## src/rtl/fifo_wr_ctrl.sv

```systemverilog
// Write-side controller of an asynchronous FIFO: synchronises the read pointer,
// advances the binary/Gray write pointer and produces full, occupancy and overflow flags.
module fifo_wr_ctrl #(
  parameter int ADDR_WIDTH   = 4,
  parameter int AFULL_THRESH = 12
) (
  input  logic                  clk,
  input  logic                  rst_n,
  input  logic                  wr_en,
  input  logic [ADDR_WIDTH:0]   rd_ptr_gray,
  input  logic                  clr_ovf,
  output logic                  mem_we,
  output logic [ADDR_WIDTH-1:0] wr_addr,
  output logic [ADDR_WIDTH:0]   wr_ptr_gray,
  output logic                  full,
  output logic                  almost_full,
  output logic [ADDR_WIDTH:0]   wr_count,
  output logic                  overflow
);

  localparam int PW = ADDR_WIDTH + 1;
  typedef logic [PW-1:0] ptr_t;

  function automatic ptr_t bin2gray(input ptr_t b);
    return b ^ (b >> 1);
  endfunction

  function automatic ptr_t gray2bin(input ptr_t g);
    ptr_t b;
    b = g;
    for (int i = PW - 2; i >= 0; i--) begin
      b[i] = b[i+1] ^ g[i];
    end
    return b;
  endfunction

  ptr_t rq1_r, rq2_r, wbin_r, gray_r, cnt_r;
  logic full_r, af_r, ovf_r;

  logic accept_s, full_next_s, af_next_s;
  ptr_t rbin_s, wbin_next_s, gray_next_s, cnt_next_s;

  // Next-state arithmetic; accept is gated by reset so mem_we stays low while held in reset
  always_comb begin
    accept_s    = 1'b0;
    rbin_s      = gray2bin(rq2_r);
    wbin_next_s = wbin_r;
    if (rst_n && wr_en && !full_r) begin
      accept_s = 1'b1;
    end else begin
      accept_s = 1'b0;
    end
    wbin_next_s = wbin_r + {{ADDR_WIDTH{1'b0}}, accept_s};
    gray_next_s = bin2gray(wbin_next_s);
    cnt_next_s  = wbin_next_s - rbin_s;
    // Full when the write pointer leads the read pointer by exactly one lap.
    full_next_s = (gray_next_s == {~rq2_r[PW-1:PW-2], rq2_r[PW-3:0]});
    af_next_s   = (cnt_next_s >= PW'(AFULL_THRESH));
  end

  // Two-flop synchroniser for the read-domain Gray pointer
  always_ff @(posedge clk or negedge rst_n) begin
    if (!rst_n) begin
      rq1_r <= {PW{1'b0}};
      rq2_r <= {PW{1'b0}};
    end else begin
      rq1_r <= rd_ptr_gray;
      rq2_r <= rq1_r;
    end
  end

  // Write pointer and registered status flags
  always_ff @(posedge clk or negedge rst_n) begin
    if (!rst_n) begin
      wbin_r <= {PW{1'b0}};
      gray_r <= {PW{1'b0}};
      cnt_r  <= {PW{1'b0}};
      full_r <= 1'b0;
      af_r   <= 1'b0;
    end else begin
      wbin_r <= wbin_next_s;
      gray_r <= gray_next_s;
      cnt_r  <= cnt_next_s;
      full_r <= full_next_s;
      af_r   <= af_next_s;
    end
  end

  // Sticky overflow; a new overflow outranks a simultaneous clear
  always_ff @(posedge clk or negedge rst_n) begin
    if (!rst_n) begin
      ovf_r <= 1'b0;
    end else if (wr_en && full_r) begin
      ovf_r <= 1'b1;
    end else if (clr_ovf) begin
      ovf_r <= 1'b0;
    end else begin
      ovf_r <= ovf_r;
    end
  end

  assign mem_we      = accept_s;
  assign wr_addr     = wbin_r[ADDR_WIDTH-1:0];
  assign wr_ptr_gray = gray_r;
  assign full        = full_r;
  assign almost_full = af_r;
  assign wr_count    = cnt_r;
  assign overflow    = ovf_r;

endmodule

```

## config.mk

```make
export PLATFORM = sky130hd
export DESIGN_NAME = fifo_wr_ctrl
export DESIGN_NICKNAME = d
export VERILOG_FILES = /design/src/rtl/fifo_wr_ctrl.sv
export SDC_FILE = /design/constraint.sdc
export NUM_CORES = 1
export LEC_CHECK = 0
export BUFFER_PORTS_ARGS = -buffer_cell sky130_fd_sc_hd__clkbuf_2
export CAP_MARGIN = 20
export CORE_ASPECT_RATIO = 0.8
export CORE_MARGIN = 3
export CORE_UTILIZATION = 42
export DETAILED_ROUTE_END_ITERATION = 10
export GPL_ROUTABILITY_DRIVEN = 0
export SYNTH_ARGS = -nofsm -noshare
export SYNTH_HDL_FRONTEND = slang
export SYNTH_SLANG_ARGS = --single-unit
```

## constraint.sdc

```tcl
create_clock -name clk -period 2.9 [get_ports clk]
set_input_delay 0.58 -clock clk [delete_from_list [all_inputs] [get_ports clk]]
set_output_delay 0.58 -clock clk [all_outputs]
set_load 0.05 [all_outputs]
```

Word-level counts from Yosys, hierarchy flattened --
Index checks and enable logic that the tools add are counted.
Word-level totals: flip-flop bits (word level) 28, logic and storage cells 26, input bits 9, output and inout bits 18
Operators by class: multiplexer cells 3, reductions and logical operators 5, add/sub/neg operators 2, order comparisons 1, eq/ne operators 1, bitwise logic cells 6
Operators with widths (count):
- 5-bit by 1-bit adder with 5-bit output | 1
- 5-bit equality test | 1
- 5-bit by 4-bit greater-or-equal comparator with 1-bit output (second input constant) | 1
- 5-bit subtractor | 1
- 5-bit by 4-bit bitwise XOR with 5-bit output | 1
- 1-bit bitwise XOR | 4
- 1-bit logical AND | 3
- 1-bit two-way mux | 3
- 2-bit inverter | 1
- 2-bit nonzero test | 1
- 1-bit zero test | 1

Depth between registers and ports, before layout --
Gate-level depths: netlist of the first run.
depth in word-level cells 6, gate-level depth with buffers 10, mapped depth without buffers 10

Least setup slack after synthesis of the first run --
OpenSTA, ideal clock, no wires.
kind flip-flop to flip-flop, from reg full_r, in the netlist full, to reg af_r, in the netlist almost_full, setup time 147 ps, arrival time 3039 ps, path buffers 0, cell stages (with the launch flop) 10, period minus slack after synthesis 3186 ps, data required time 2753 ps, setup slack -286 ps, cells stage by stage dfrtp_1 nor2_1 ha_1 ha_1 xor2_2 ha_1 nor2b_1 o21ai_0 a21o_1 o311ai_0
Between the ends: longest elaborated chain between the ends 6
Ends and longest elaborated chain:
- from (decl) | RTL line 38 | logic full_r, af_r, ovf_r;
- from (signal assigned) | RTL line 84 | full_r <= full_next_s;
- 1-bit zero test | RTL line 48 | if (rst_n && wr_en && !full_r) begin
- 1-bit logical AND | RTL line 48
- 1-bit two-way mux | RTL line 48
- via mem_we | RTL line 12 | output logic mem_we,
- 5-bit by 1-bit adder with 5-bit output | RTL line 53 | wbin_next_s = wbin_r + {{ADDR_WIDTH{1'b0}}, accept_s};
- via wbin_next_s[2] | RTL line 41 | ptr_t rbin_s, wbin_next_s, gray_next_s, cnt_next_s;
- 5-bit subtractor | RTL line 55 | cnt_next_s = wbin_next_s - rbin_s;
- 5-bit by 4-bit greater-or-equal comparator with 1-bit output | RTL line 58 | af_next_s = (cnt_next_s >= PW'(AFULL_THRESH));
- via af_next_s | RTL line 40 | logic accept_s, full_next_s, af_next_s;
- to (signal assigned) | RTL line 85 | af_r <= af_next_s;
- to (decl) | RTL line 38
The timed path passes the listed nets, and every way through them passes these cells. A chain may end at the register's enable or synchronous reset.

Worst setup path in the final report of the first run --
from reg rq2_r[4], to reg af_r, in the netlist almost_full
Between the ends: longest elaborated chain between the ends 6
Ends and longest elaborated chain:
- from (decl) | RTL line 37 | ptr_t rq1_r, rq2_r, wbin_r, gray_r, cnt_r;
- from (signal assigned) | RTL line 65 | rq2_r <= {PW{1'b0}};
- from (signal assigned) | RTL line 68 | rq2_r <= rq1_r;
- 1-bit bitwise XOR (4 in a row) | RTL line 32 | b[i] = b[i+1] ^ g[i];
- 5-bit subtractor (*) | RTL line 55
- 5-bit by 4-bit greater-or-equal comparator with 1-bit output (*) | RTL line 58
- via af_next_s | RTL line 40
The timed path passes the listed nets; every way through them passes the cells marked *.

==> run metrics, run 1 <==
Iteration-0 DRC Markers 25; Distinct cells, synth 27; proportion of synthesized flip-flops having asynchronous set or reset 100.0%; count of pins on the block boundary 27; Met2 Routed Length 813 um; final worst path period need 2.638 ns; share of synthesized area occupied by flip-flops and latches 56.54%; area of all sequential standard cells 675.6 um^2; Max clock buf depth 2; share of the clock period used by the worst path 90.95%; Top FF cell, synth dfrtp_1; remaining number of nets flagged by the antenna check after routing 0; highest attainable clock frequency 0.3791 GHz; CTS clock-pin slew for the worst setup and hold paths 0.14 ns; root buffer selected by CTS clkbuf_4; HPWL Detailed 1.386 mm; most common library cell in the layout ignoring fill and taps dfrtp_1; antenna diode count 0; Initial Util 46.27%; cell taking the most area after synthesis dfrtp_1; worst path arrival time 2.86 ns; Num CTS Buffers 3; Post-Route M1 WL 838 um; Crit path max-delay family XOR/XNOR gates; Total Routed Length 1.803 mm; Req. time, crit path 3.12 ns; drt first pass iters 4; number of antenna violations at the first check in global routing 0; via count of the first global-routing pass 709; register bit count reported by yosys 27; total global routing overflow 0; H-tree Lvls 1; TNS Setup 0 ns; mean area per synthesized cell 12.85 um^2; Sink Count 27; most used cells in the layout excluding fill and tap cells dfrtp_1 (27), clkbuf_2 (26), xnor2_1 (10); nature of the critical path endpoint flip-flop; critical-path maximum fanout 3; filler cell count 227; critical path, cell by cell xnor2_2 > xor2_1 > xor2_1 > xnor2_1 > ha_1 > fa_1 > nor2b_1 > o21ai_0 > a21o_1 > o311ai_0; setup violation total in the final timing report 0; Slew HR 77.14%; die span in x 65.64 um; max-slew violation total from the final report 0; Final Hold Violating Endpoints 0; pin count of the biggest net entering global routing 28; total routing resource utilization after global routing 12.17%; standard cell with the maximum stage delay on the critical path dfrtp_1; Multi-input gate area 484.2 um^2; pin slew with the least headroom to its limit 0.3405 ns; Resized Gates After CTS 0; status finished, final reports clean; layout overhead on the synthesized area 17.38%; Die ar. 3525 um^2; post-route clock skew 0.007296 ns; Bufs and invs on worst path 0; Remaining DRCs 0; CP Launch Type flip-flop; Row Count 16; hold buffer count at cts 0; die span in y 53.71 um; Post-Syn Nets 110; post-synth top area share 56.54%; Port-buffer cells 26; warnings from Yosys 0; amount of wire on met3 after detailed routing 137 um; overall via count from detail_route 713; wire length of the first global-routing pass 3.139 mm; Mapped Cells 93; Post CTS Setup Buffer Count 0; class of the most critical hold timing path input pin to async pin; count of flip-flops with a built-in enable after synthesis 0; worst setup path category flip-flop to flip-flop; cell repeated most along the worst path xor2_1; core footprint 2582 um^2; clock latency of the later-clocked register in the worst-skew pair 0.32 ns; fraction of final layout cells with drive strength greater than 1 27.87%; cell types with the largest area share after synthesis dfrtp_1 (57%), ha_1 (7.3%), xnor2_1 (7.3%); per-cell routed wire length 11.41 um; RSZ-0062 raised after global routing false; total number of cells along the worst setup path 10; count of max-cap constraint violations 0; highest routing layer actually used met4; Vias/cell 4.513; net total in the final layout 140; max incr delay on CP 0.44 ns; cell area after technology mapping 1195 um^2; Worst Reg-to-Reg Cells 10; CTS tree done
==> cells by family (layout without fill, tap and decap cells) <==
kind of cell               count (synthesis)  count (layout)  synth area share (%)
xor gates and xnor gates                  20              20                 17.07
and+or+nand+nor                           17              17                 7.644
AOI/OAI and AO/OA                          9               9                 5.341
muxes                                      1               1                0.8377
adders and majority gates                  8               8                 9.005
buffers and inverters                     11              40                 3.559
DFF                                       27              27                 56.54
==> metal layers <==
layer | up-vias | global-route usage (%)
li1 | 355 | -
met1 | 333 | 14.63
met2 | 23 | 20.30
met3 | 2 | 5.219
met4 | 0 | 3.103
met5 | - | 0
==> registers in the layout (all words and copies together) (netlist names) <==
signal	flops
wr_ptr_gray	5
wbin_r	4
almost_full	1
full	1
rq2_r	5
rq1_r	5
wr_count	5
overflow	1
==> layout make-up <==
cell class,instances,share of cell area [%]
multi-input combinational,55,34.52
timing repair buffer,27,9.813
clock buffer,4,1.873
tap,36,3.211
sequential,27,48.17
inverter,9,2.409
==> metrics by stage <==
step / hold WS, ns / setup slack (ns) / instance area (um^2) / std cells / utilization (%)
final: 0.2379 / 0.2624 / 1403 / 158 / 54.31
after global routing: 0.2426 / 0.04570 / 1403 / 158 / 54.31
after CTS: 0.2387 / 0.2547 / 1403 / 158 / 54.31
after detailed placement: 0.3371 / 0.1563 / 1376 / 154 / 53.29
after global placement: 0.3325 / 0.2512 / 1376 / 154 / 53.29
after floorplan: 0.2844 / 0.1599 / 1202 / 93 / -
==> path summary, 6_finish.rpt <==
kind / startpoint / end / slack (ns)
max: rq2_r[4]$_DFF_PN0_ / almost_full$_DFF_PN0_ / 0.26
min: rst_n / overflow$_DFFE_PN0P_ / 0.24
max reg2reg: rq2_r[4]$_DFF_PN0_ / almost_full$_DFF_PN0_ / 0.26
min reg2reg: rq1_r[1]$_DFF_PN0_ / rq2_r[1]$_DFF_PN0_ / 0.37
max in group asynchronous: rst_n / rq2_r[2]$_DFF_PN0_ / 2.41
min in group clk: rd_ptr_gray[0] / rq1_r[0]$_DFF_PN0_ / 0.36
==> Yosys cell counts, types with 2 or more instances <==
cell	number
nand3_1	3
nand2_1	5
nor2_1	3
dfrtp_1	27
nor2b_1	2
ha_1	7
xnor2_1	10
o21ai_0	3
xor2_1	7
inv_1	9
Power of run 1 is left out: the tool's default activity adds up to more than one toggle a clock period on the data nets, which glitch-free logic cannot reach.
==> run 2, diff against run 1 <==
--- a/config.mk
+++ b/config.mk
@@ -12,6 +12,7 @@
 export CORE_UTILIZATION = 42
 export DETAILED_ROUTE_END_ITERATION = 10
 export GPL_ROUTABILITY_DRIVEN = 0
+export PLACE_DENSITY = 0.67
 export SYNTH_ARGS = -nofsm -noshare
 export SYNTH_HDL_FRONTEND = slang
 export SYNTH_SLANG_ARGS = --single-unit
==> run metrics, run 2 (synthesis results as in run 1) <==
max incr delay on CP 0.44 ns (about the same); least setup slack across all paths after layout 0.1815 ns (-0.08096 ns); Crit path max-delay family XOR/XNOR gates; per-cell routed wire length 11.71 um (+2.6%); H-tree Lvls 1 (unchanged); total global routing overflow 0 (unchanged); Sink Count 27 (unchanged); critical path, cell by cell xnor2_2 > xor2_1 > xor2_1 > xnor2_1 > ha_1 > fa_1 > nor2b_1 > o21ai_0 > a21o_1 > o311ai_0; via count of the first global-routing pass 787 (+11%); cell repeated most along the worst path xor2_1; layout overhead on the synthesized area 17.49% (about the same); Total Routed Length 1.850 mm (+2.6%); status finished, final reports clean; core footprint 2582 um^2 (unchanged); post-route clock skew 0.004917 ns (-0.002379 ns); Final Hold Violating Endpoints 0 (unchanged); total routing resource utilization after global routing 13.00% (+0.84 points); final worst path period need 2.719 ns (+0.08096 ns); max-slew violation total from the final report 0 (unchanged); Remaining DRCs 0 (unchanged); drt first pass iters 2 (-2); root buffer selected by CTS clkbuf_4; Setup WS pre-CTS 0.06418 ns (-0.09217 ns); Resized Gates After CTS 0 (unchanged); Initial Util 46.27% (unchanged); worst setup path category flip-flop to flip-flop; pin count of the biggest net entering global routing 28 (unchanged); share of the clock period used by the worst path 93.74% (+2.8 points); die span in y 53.71 um (unchanged); TNS Setup 0 ns (unchanged); origin of the worst setup path rq2_r[4]$_DFF_PN0_; most common library cell in the layout ignoring fill and taps dfrtp_1; remaining number of nets flagged by the antenna check after routing 0 (unchanged); total placed cells including tap cells 154 (unchanged); wire length of the first global-routing pass 3.381 mm (+7.7%); HPWL Detailed 1.459 mm (+5.2%); setup violation total in the final timing report 0 (unchanged); pin slew with the least headroom to its limit 0.3445 ns (+0.003955 ns); Worst Reg-to-Reg Cells 10 (unchanged); CTS clock-pin slew for the worst setup and hold paths 0.13 ns (about the same); highest attainable clock frequency 0.3678 GHz (-3.0%); Req. time, crit path 3.10 ns (-0.02 ns); overall via count from detail_route 731 (+2.5%); CP Launch Type flip-flop; worst path arrival time 2.92 ns (+0.06 ns); critical-path maximum fanout 3 (unchanged); antenna diode count 0 (unchanged); critical register-to-register path startpoint rq2_r[4]$_DFF_PN0_; hold buffer count at cts 0 (unchanged); Critical R2R Capture almost_full$_DFF_PN0_; Die ar. 3525 um^2 (unchanged); Num CTS Buffers 3 (unchanged); Port-buffer cells 26 (unchanged); Iteration-0 DRC Markers 23 (-8.0%); nature of the critical path endpoint flip-flop; standard cell with the maximum stage delay on the critical path dfrtp_1; Max clock buf depth 2 (unchanged); number of antenna violations at the first check in global routing 0 (unchanged); clock latency of the later-clocked register in the worst-skew pair 0.31 ns (about the same); count of pins on the block boundary 27 (unchanged); CTS tree done; Post CTS Setup Buffer Count 0 (unchanged); Row Count 16 (unchanged); Vias/cell 4.627 (+2.5%); Slew HR 76.74% (-0.39 points); count of max-cap constraint violations 0 (unchanged); Reg2Reg Setup Slack 0.18 ns (-0.08 ns); endpoint of the most critical setup path almost_full$_DFF_PN0_; Bufs and invs on worst path 0 (unchanged); RSZ-0062 raised after global routing false; class of the most critical hold timing path input pin to async pin; die span in x 65.64 um (unchanged); most used cells in the layout excluding fill and tap cells dfrtp_1 (27), clkbuf_2 (26), xnor2_1 (10); net total in the final layout 140 (unchanged); total number of cells along the worst setup path 10 (unchanged); number of cells in the finished layout apart from fillers 158 (unchanged); fraction of final layout cells with drive strength greater than 1 28.69% (+0.82 points)
-- run 2: cell count changes in the layout (fill, tap and decap cells not counted) --
cell,delta
clkbuf_1,-1
clkinv_2,+1
-- run 2: layer usage --
layer / GRT usage, % / vias to the layer above / routed length [um]
li1: - / 355 / -
met1: 16.13 / 352 / 810
met2: 21.13 / 22 / 883
met3: 5.010 / 2 / 137
met4: 4.138 / 0 / 19
met5: 0 / - / 0
-- run 2: cell type report --
type | count | area [um^2]
Clock inverter | 1 | 5.005
Inverter | 9 | 33.78
Timing Repair Buffer | 27 | 137.6
Tap cell | 36 | 45.04
Multi-Input combinational cell | 55 | 484.2
Sequential cell | 27 | 675.6
Clock buffer | 3 | 22.52
Fill cell | 227 | 1179
-- run 2: worst min path at each step --
stage | startpoint | to | slack [ns]
after floorplan | rst_n | almost_full$_DFF_PN0_ | 0.28
after global placement | rq1_r[0]$_DFF_PN0_ | rq2_r[0]$_DFF_PN0_ | 0.33
after detailed placement | rq1_r[0]$_DFF_PN0_ | rq2_r[0]$_DFF_PN0_ | 0.34
after CTS | rst_n | wr_count[0]$_DFF_PN0_ | 0.26
after global routing | rst_n | wr_count[0]$_DFF_PN0_ | 0.26
final | rst_n | wr_count[2]$_DFF_PN0_ | 0.26
-- run 2: per-stage QoR --
step	hold WS [ns]	utilization [%]	area [um^2]
after floorplan	0.2844	-	1202
after global placement	0.3310	53.29	1376
final	0.2618	54.36	1404
after global routing	0.2553	54.36	1404
after detailed placement	0.3356	53.29	1376
after CTS	0.2573	54.36	1404
Power of run 2 is left out for the same reason.
